## src/rtl/bin_to_bcd_digits.sv

```systemverilog
// Binary to four-digit BCD converter using sequential double-dabble.
// One add-3/shift iteration runs per clock. The digit outputs change only
// when a conversion completes, so they can drive seven-segment decoders directly.
// Optional feature macro: LEADING_ZERO_BLANK_EN enables the leading-zero
// blank flags. When it is undefined, digit_blank is tied to 4'b0000.
module bin_to_bcd_digits #(
  parameter int BIN_W = 10
) (
  input  logic             clk,
  input  logic             resetn,
  input  logic             start,
  input  logic [BIN_W-1:0] bin_in,
  output logic             busy,
  output logic             done,
  output logic [3:0]       digit3,
  output logic [3:0]       digit2,
  output logic [3:0]       digit1,
  output logic [3:0]       digit0,
  output logic [3:0]       digit_blank
);

  localparam logic [1:0] IDLE = 2'd0;
  localparam logic [1:0] CONV = 2'd1;
  localparam logic [1:0] DONE = 2'd2;

  localparam logic [3:0] LAST_ITER = 4'(BIN_W - 1);

  logic [1:0]       state_q, state_d;
  logic [BIN_W-1:0] bin_q, bin_d;
  logic [15:0]      scratch_q, scratch_d;
  logic [3:0]       cnt_q, cnt_d;
  logic [15:0]      digits_q;
  logic [15:0]      adjusted;
  logic [15:0]      shifted;
  logic             loadDigits;

  // Add 3 to every scratch nibble >= 5, then shift in the next binary MSB
  always_comb begin
    adjusted = scratch_q;
    for (int i = 0; i < 4; i++) begin
      if (scratch_q[4*i +: 4] >= 4'd5) begin
        adjusted[4*i +: 4] = scratch_q[4*i +: 4] + 4'd3;
      end
    end
    shifted = (adjusted << 1) | {15'd0, bin_q[BIN_W-1]};
  end

  // Next-state logic: capture in IDLE, iterate BIN_W times, then pulse done once
  always_comb begin
    state_d    = state_q;
    bin_d      = bin_q;
    scratch_d  = scratch_q;
    cnt_d      = cnt_q;
    loadDigits = 1'b0;
    case (state_q)
      IDLE: begin
        if (start) begin
          state_d   = CONV;
          bin_d     = bin_in;
          scratch_d = '0;
          cnt_d     = '0;
        end
      end
      CONV: begin
        bin_d     = bin_q << 1;
        scratch_d = shifted;
        cnt_d     = cnt_q + 4'd1;
        if (cnt_q == LAST_ITER) begin
          state_d    = DONE;
          loadDigits = 1'b1;
        end
      end
      DONE: begin
        state_d = IDLE;
      end
      default: begin
        state_d = IDLE;
      end
    endcase
  end

  // State and datapath registers. Digits load only from the final iteration's result
  always_ff @(posedge clk) begin
    if (!resetn) begin
      state_q   <= IDLE;
      bin_q     <= '0;
      scratch_q <= '0;
      cnt_q     <= '0;
      digits_q  <= '0;
    end else begin
      state_q   <= state_d;
      bin_q     <= bin_d;
      scratch_q <= scratch_d;
      cnt_q     <= cnt_d;
      if (loadDigits) begin
        digits_q <= shifted;
      end
    end
  end

  assign busy   = (state_q == CONV);
  assign done   = (state_q == DONE);
  assign digit3 = digits_q[15:12];
  assign digit2 = digits_q[11:8];
  assign digit1 = digits_q[7:4];
  assign digit0 = digits_q[3:0];

`ifdef LEADING_ZERO_BLANK_EN
  logic [3:0] blank_q, blank_d;

  // Blank a digit only if it and every more significant digit are zero. The ones digit always shows
  always_comb begin
    blank_d    = 4'b0000;
    blank_d[3] = (shifted[15:12] == 4'd0);
    blank_d[2] = blank_d[3] && (shifted[11:8] == 4'd0);
    blank_d[1] = blank_d[2] && (shifted[7:4] == 4'd0);
    blank_d[0] = 1'b0;
  end

  // Blank flags update together with the digits, so they never disagree
  always_ff @(posedge clk) begin
    if (!resetn) begin
      blank_q <= 4'b1110;
    end else if (loadDigits) begin
      blank_q <= blank_d;
    end
  end

  assign digit_blank = blank_q;
`else
  assign digit_blank = 4'b0000;
`endif

endmodule

```

## config.mk

```make
export PLATFORM = sky130hd
export DESIGN_NAME = bin_to_bcd_digits
export DESIGN_NICKNAME = d
export VERILOG_FILES = /design/src/rtl/bin_to_bcd_digits.sv
export SDC_FILE = /design/constraint.sdc
export NUM_CORES = 1
export LEC_CHECK = 0
export CAP_MARGIN = 10
export CELL_PAD_IN_SITES_DETAIL_PLACEMENT = 0
export CELL_PAD_IN_SITES_GLOBAL_PLACEMENT = 2
export CORE_MARGIN = 1
export CORE_UTILIZATION = 37
export CTS_BUF_LIST = sky130_fd_sc_hd__clkbuf_16
export DETAILED_ROUTE_END_ITERATION = 8
export DONT_BUFFER_PORTS = 1
export HOLD_SLACK_MARGIN = 0.02
export PLACE_DENSITY = 0.86
export SKIP_CTS_REPAIR_TIMING = 1
export SYNTH_ARGS = -nofsm -noshare
export SYNTH_HDL_FRONTEND = slang
export SYNTH_SLANG_ARGS = --single-unit
```

## constraint.sdc

```tcl
create_clock -name clk -period 1.6 [get_ports clk]
set_input_delay 0.32 -clock clk [delete_from_list [all_inputs] [get_ports clk]]
set_output_delay 0.32 -clock clk [all_outputs]
set_load 0.1 [all_outputs]
```

# [Yosys cells after proc, flatten, opt, wreduce, memory -nomap -nowiden]
# Index checks and enable logic that the tools add are counted.
[word_totals] ff_bits=48 input_bits=13
[classes] muxes=15 add_sub_neg=5 reduce_logical=4 n_lt_le_gt_ge=4 eq_ne=5 n_bitwise=1
[op_table] op="$pmux 16 s2" count=1
[op_table] op="$pmux 10 s2" count=1
[op_table] op="$ge 4x3->1 const B" count=4
[op_table] op="$mux 16" count=1
[op_table] op="$mux 4" count=4
[op_table] op="$or 16x1->16" count=1
[op_table] op="$add 4x2->4 const B" count=3
[op_table] op="$mux 10" count=1
[op_table] op="$pmux 4 s2" count=1
[op_table] op="$add 4x1->4 const B" count=1
[op_table] op="$eq 4x4->1 const B" count=1
[op_table] op="$mux 2" count=2
[op_table] op="$pmux 2 s2" count=1
[op_table] op="$reduce_and 2->1" count=2
[op_table] op="$add 3x2->3 const B" count=1
[op_table] op="$mux 3" count=1
[op_table] op="$eq 2x1->1 const B" count=1
[op_table] op="$eq 2x2->1 const B" count=1
[op_table] op="$logic_not 2->1" count=1
[op_table] op="$mux 1" count=2
[op_table] op="$ne 2x1->1 const B" count=1
[op_table] op="$ne 2x2->1 const B" count=1
[op_table] op="$reduce_bool 2->1" count=1

# [Longest topological paths before layout]
# Gate-level depths: netlist of run 1.
[logic_depth] ltp_word=4 depth_mapped=9 ltp_nobuf=6

# [Worst setup path after synthesis of run 1]
# OpenSTA, ideal clock, no wires.
[synth_path] path_type="reg2out" startpoint="register state_q[1]" endpoint="output port done" path_stages_with_launch=4 required_ns=1.280 slack_ns=-0.500 arrival_time_ns=1.780 n_path_buf=1 path_cell_list="dfxtp_1 -> buf_6 -> inv_1 -> nor2_1"
[synth_via] elab_chain_len=1
[synth_lines] element="start, declared" line_no="28" text="logic [1:0] state_q, state_d;"
[synth_lines] element="start signal, assigned" line_no="91" text="state_q <= state_d;"
[synth_lines] element="$eq 2x2->1" line_no="102" text="assign done = (state_q == DONE);"
[synth_lines] element="end, declared" line_no="14" text="output logic done,"
# Every way passes these cells.

# [Worst setup path after layout of run 1]
# Same ends and word-level chain as after synthesis.

==> metrics.md, run 1 <==
| Metric | Value |
|---|---|
| Status | complete, no violations |
| Synth cell types | 39 |
| Leak | around 1.1 nW |
| Root buffer cell | clkbuf_16 |
| # setup viols final | 0 |
| Clock sink total | 48 |
| Critical Path Source Type | register |
| Die W | roughly 80 um |
| Antenna violations before repair | 0 |
| Layout Cells excl Fill | ~360 |
| EDFF count, synth | 0 |
| Mean Syn Cell Area | just under 9 um^2 |
| Area grow syn2layout | 23.6% |
| CP max FO | 6 |
| Tot GR Track Use | around 17% |
| Largest net degree at the start of global routing | 27 |
| DRC viols | 0 |
| Final Core Density | 48.7% |
| Initial DRC Count | 59 |
| Top-area cell type share of the netlist area | a little over two fifths |
| Full die area | approximately 6300 um^2 |
| Multi-input gate area | roughly 1100 um^2 |
| DR WL met3 | approximately 130 um |
| Fill cell count | about 530 |
| Die Y | between 70 and 80 um |
| Layout cell share with drive strength beyond 1 | 24.0% |
| DRT Pass-1 Iters | 4 |
| CTS tree | yes |
| Mapped Cells | between 200 and 300 |
| Core area | around 5600 um^2 |
| CP Class | reg2out |
| Vias per std cell | 5.18 |
| Final Cycle Share | roughly 96% |
| Synth async-reset ratio | 0% |
| Dominant synthesized flop cell | dfxtp_1 |
| Post-synthesis sequential area ratio | a little over two fifths |
| IO Count | 35 |
| FF+latch count, synth | 48 |
| CTS HTree Levels | 2 |
| Top cell type by total area after synthesis | dfxtp_1 |
| Rows | 27 |
| Dpl hpwl | 3.47 mm |
| Synth top area cells | dfxtp_1, ha_1, nand2_1 |
| RSZ-0062 raised after global routing | no |
| Final count of hold timing violations | 0 |
| Synth Cell Area | 2220 um^2 |
| Max-cap viol count | 0 |
| Initial Util | about two fifths |
| Final WL | 4.85 mm |
| Port Buffer Count | 0 |
| Placed cells | around 350 |
| Vias | 1861 |
| Final min period | approximately 1.5 ns |
| Achievable frequency | 649 MHz |
| Peak VDD IR | ~0.54 mV |
| Hold crit path type | in2reg |
| DR top layer | met4 |
| Nets | a little over 300 |
| Antenna Nets Post-Route | 0 |
| Vias in the first global route | 1732 |
| Max clock buf depth | 2 |
| DR WL met2 | around 2.2 mm |
| Clock latency on the worst-skew pair | between 0.2 and 0.3 ns |
| WL/cell | 13.5 um |
| Final Max Tran Viols | 0 |
| Final Skew | between 0.007 and 0.008 ns |
| Synth warnings | 0 |
| Clk slew on worst S/H paths | 0.06 ns |
| N_diodes | 0 |
| Global route total overflow | 0 |
| CP required | between 1 and 1.5 ns |
| Total CTS buffers | 5 |
| First-pass GRT wire length | just over 8 mm |
| Seq. cell area | between 900 and 1000 um^2 |
| PD cells | 951 nW/um^2 |
| Metal-1 WL | about 2.4 mm |
| CP Capture Type | output port |
| Global placer's final weighted congestion | a little under 0.8 |
| Worst path arrival time | around 1.2 ns |
[final timing paths]
check                    start     endpoint  slack [ns]  depth (start not counted)
setup / recovery    state_q[1]         done        0.06                          4
hold / removal          resetn   state_q[0]        0.15                          2
setup reg to reg  scratch_q[5]  digits_q[6]        0.10                          6
hold reg to reg    digits_q[1]  digits_q[1]        0.47                          2
[placed cells by master (no fill, tap or decap), drive strengths merged, types with 3 or more instances in the layout]
cell type / Yosys / final
dfxtp: 48 / 48
inv: 16 / 16
a32o: 5 / 5
o221ai: 4 / 4
xnor2: 4 / 4
nand2b: 6 / 6
nor2: 16 / 16
a211oi: 4 / 4
o22ai: 19 / 19
mux2: 4 / 4
o21ai: 18 / 18
clkbuf: 6 / 5
nor3b: 7 / 7
nand2: 33 / 33
buf: 12 / 43
a21oi: 20 / 20
conb: 1 / 4
ha: 10 / 10
a311oi: 3 / 3
o31ai: 4 / 4
[per-layer routing]
| layer | vias to the layer above | GRT usage, % |
|---|---|---|
| met4 | 0 | 6.00 |
| met1 | 877 | 22.0 |
| met5 | - | 0 |
| li1 | 955 | - |
| met2 | 22 | 26.4 |
| met3 | 7 | 3.20 |
[stage by stage]
step	setup TNS, ns	hold slack (ns)	instance area [um^2]	power (mW)	setup WS (ns)
6_report	0	0.154	2750	2.61	0.0583
2_1_floorplan	-0.00935	0.442	2240	1.44	-0.00935
4_1_cts	-0.0816	0.146	2680	2.64	-0.0816
5_1_grt	0	0.152	2750	2.72	0.00536
3_5_place_dp	0	0.448	2520	1.47	0.0517
3_3_place_gp	0	0.447	2520	1.47	0.104
[power by group]
group | leakage, nW | switching [mW] | total (mW) | internal (mW)
clock | 0.0850 | 0.439 | 1.17 | 0.729
combinational | 0.592 | 0.134 | 0.202 | 0.0676
sequential | 0.390 | 0.0217 | 1.24 | 1.22
total | 1.07 | 0.595 | 2.61 | 2.02
[registers in the layout, summed over array words and instances, names as in the netlist]
register,flops
bin_q,10
state_q,2
scratch_q,16
cnt_q,4
digits_q,16
[Yosys cell counts, drive strengths merged (3+ instances only)]
master,instances
nor2,16
inv,16
o22ai,19
mux2,4
clkbuf,6
xnor2,4
dfxtp,48
buf,12
nand2b,6
a21oi,20
o31ai,4
nand2,33
ha,10
o21ai,18
o221ai,4
nor3b,7
a211oi,4
a311oi,3
a32o,5
[cells by family after synthesis]
kind of cell,count (synthesis),synth area share (%)
AOI/OAI and AO/OA,82,23.9
xor gates and xnor gates,4,1.58
adders and majority gates,10,5.63
buffers and inverters,34,8.50
DFF,48,43.2
muxes,5,2.48
other,1,0.169
and+or+nand+nor,67,14.5
[final cells by class]
type | instances | area share (%)
flip-flops and latches | 48 | 35.1
repair buffers | 43 | 12.8
inverters | 16 | 2.60
multi-input cells | 172 | 40.2
clock inverters | 3 | 1.41
well taps | 72 | 3.28
clock buffers | 5 | 4.56
[worst max-delay path, stage by stage (launching register included)]
cell	delay, ns
dfxtp_4	0.37
buf_6	0.13
clkinvlp_4	0.13
nor2_4	0.12
buf_12	0.18
(Power assumes the default switching activity.)
==> run 2, diff against run 1 <==
CORE_MARGIN = 8   (was 1)
==> run 2 against run 1 <==
Clock skew is 0.0038 ns lower. Critical path depth did not move. Core utilization is 2.6 points lower. Total power decreased by 7.7%. Worst setup slack improved by 0.012 ns. Non-clock buffer count is 6 lower. Count of clock-buffer cells in the layout did not move. Via count decreased by 2.4%. Clock power fell by 17%. Largest cell class unchanged.
==> metrics.md, run 2 (synthesized netlist as in run 1, its figures left out) <==
| Metric | Value |
|---|---|
| Antenna Nets Post-Route | 0 (unchanged) |
| Sw Share | 23.3% (+0.54 points) |
| # setup viols final | 0 (unchanged) |
| Antenna violations before repair | 0 (unchanged) |
| Biggest regs | digits_q: 16 flops, scratch_q: 16 flops, bin_q: 10 flops |
| Placed cells | 347 (+0.29%) |
| Initial Util | 38.0% (-1.4 points) |
| Clk slew on worst S/H paths | 0.06 ns (about the same) |
| Nets | 303 (-1.9%) |
| FF-to-FF path depth | 6 (unchanged) |
| First-pass GRT wire length | 8.72 mm (+6.4%) |
| CP required | 1.28 ns (about the same) |
| Die W | 93.5 um (+18%) |
| Most frequent cells in the layout | dfxtp_1, buf_4, nand2_1 |
| Hold crit path type | in2reg |
| Rows | 28 (+3.7%) |
| Setup ws final | 0.0698 ns (+0.0115 ns) |
| DR WL met2 | 2.33 mm (+5.5%) |
| Gate power share | 8.3% (+0.6 points) |
| Seq. cell area | 962 um^2 (-0.26%) |
| Final WL | 5.06 mm (+4.2%) |
| Internal Power | 1.85 mW (-8.4%) |
| Vias in the first global route | 1886 (+8.9%) |
| DRC viols | 0 (unchanged) |
| Fill cell count | 560 (+5.3%) |
| Multi-input gate area | 1130 um^2 (+2.4%) |
| Clock sink total | 48 (unchanged) |
| Vias per std cell | 5.12 (-1.3%) |
| Placed cell areas | 2510 um^2 (-0.45%) |
| Status | complete, no violations |
| WL/cell | 14.2 um (+5.4%) |
| Port Buffer Count | 0 (unchanged) |
| Pre-CTS WS | 0.0618 ns (+0.0102 ns) |
| CTS HTree Levels | 2 (unchanged) |
| Max clock buf depth | 2 (unchanged) |
| PD cells | 894 nW/um^2 (-5.9%) |
| Largest net degree at the start of global routing | 27 (unchanged) |
| Final Cycle Share | 95.6% (-0.72 points) |
| CTS tree | yes |
| Worst Hold Depth | 2 (unchanged) |
| Global placer's final weighted congestion | 0.775 (-1.5%) |
| Core area | 5850 um^2 (+3.7%) |
| Final count of hold timing violations | 0 (unchanged) |
| DRT Pass-1 Iters | 4 (unchanged) |
| Setup TNS | 0 ns (unchanged) |
| Total CTS buffers | 5 (unchanged) |
| Die Y | 93.5 um (+18%) |
| Peak VDD IR | 0.508 mV (-5.2%) |
| CP max FO | 6 (unchanged) |
| Critical Path Source Type | register |
| Full die area | 8740 um^2 (+38%) |
| Most common cell after layout, fill and taps aside | dfxtp_1 |
| Final Skew | 0.00327 ns (-0.00380 ns) |
| Final instance area | 2690 um^2 (-1.9%) |
| Layout Cells excl Fill | 355 (-1.1%) |
| Leak | 1.03 nW (-3.6%) |
| Final Max Tran Viols | 0 (unchanged) |
| DR top layer | met4 |
| Vias | 1816 (-2.4%) |
| Max-cap viol count | 0 (unchanged) |
| Final min period | 1.53 ns (-0.0115 ns) |
| CP Class | reg2out |
| Dpl hpwl | 3.63 mm (+4.7%) |
| CP Capture Type | output port |
| Initial DRC Count | 100 (+69%) |
| Metal-1 WL | 2.44 mm (-0.20%) |
| DR WL met3 | 213 um (+65%) |
| R2R Setup Slk | 0.11 ns (about the same) |
| Global route total overflow | 0 (unchanged) |
| Net switching power | 0.562 mW (-5.5%) |
| Part of the power in registers | 51.7% (+4.1 points) |
| Clock Power Share | 40.1% (-4.6 points) |
| WHS | 0.162 ns (+0.00773 ns) |
| Layout cell share with drive strength beyond 1 | 23.2% (-0.83 points) |
| Clock latency on the worst-skew pair | 0.28 ns (about the same) |
| N_diodes | 0 (unchanged) |
| Achievable frequency | 654 MHz (+0.75%) |
| Tot GR Track Use | 12.4% (-4.2 points) |
| Worst path arrival time | 1.21 ns (about the same) |
| IO Count | 35 (unchanged) |
| Root buffer cell | clkbuf_16 |
| Area grow syn2layout | 21.2% |
[run 2: cell count changes in the layout (fill, tap and decap cells not counted), sizes merged]
cell / delta
buf: -6
bufinv: -1
clkinv: +1
inv: -1
[run 2: worst paths after layout]
path / start / endpoint
worst max-delay path: state_q[1] / done
worst min-delay path: resetn / state_q[0]
worst max register to register: scratch_q[0] / digits_q[2]
worst min register to register: digits_q[1] / digits_q[1]
[run 2: power groups by stage]
stage | combinational [mW] | clock [mW] | sequential (mW)
4_1_cts | 0.199 | 0.996 | 1.24
2_1_floorplan | 0.177 | 0 | 1.26
6_report | 0.199 | 0.966 | 1.24
3_3_place_gp | 0.197 | 0 | 1.27
5_1_grt | 0.219 | 1.04 | 1.25
3_5_place_dp | 0.198 | 0 | 1.27
[run 2: metal layers]
layer,global-route usage (%),up-vias
met2,20.2,21
met3,3.53,5
met1,14.8,843
met5,0,-
met4,5.64,0
li1,-,947
[run 2: area by class of cell]
class | count | share of cell area [%]
tap | 75 | 3.48
sequential | 48 | 35.7
timing repair buffer | 37 | 11.2
inverter | 16 | 2.65
clock buffer | 5 | 4.64
multi-input combinational | 172 | 42.0
clock inverter | 2 | 0.279
[run 2: worst max-delay path, cell delays in order (launching register included)]
cell and delay, ns:
dfxtp_2 0.36, buf_4 0.16, clkinvlp_4 0.12, nor2_4 0.11, buf_12 0.18
[run 2: metrics by stage]
step	power, mW	util, %
4_1_cts	2.44	45.1
3_3_place_gp	1.47	42.9
5_1_grt	2.51	46.0
2_1_floorplan	1.44	-
6_report	2.41	46.0
3_5_place_dp	1.47	42.9
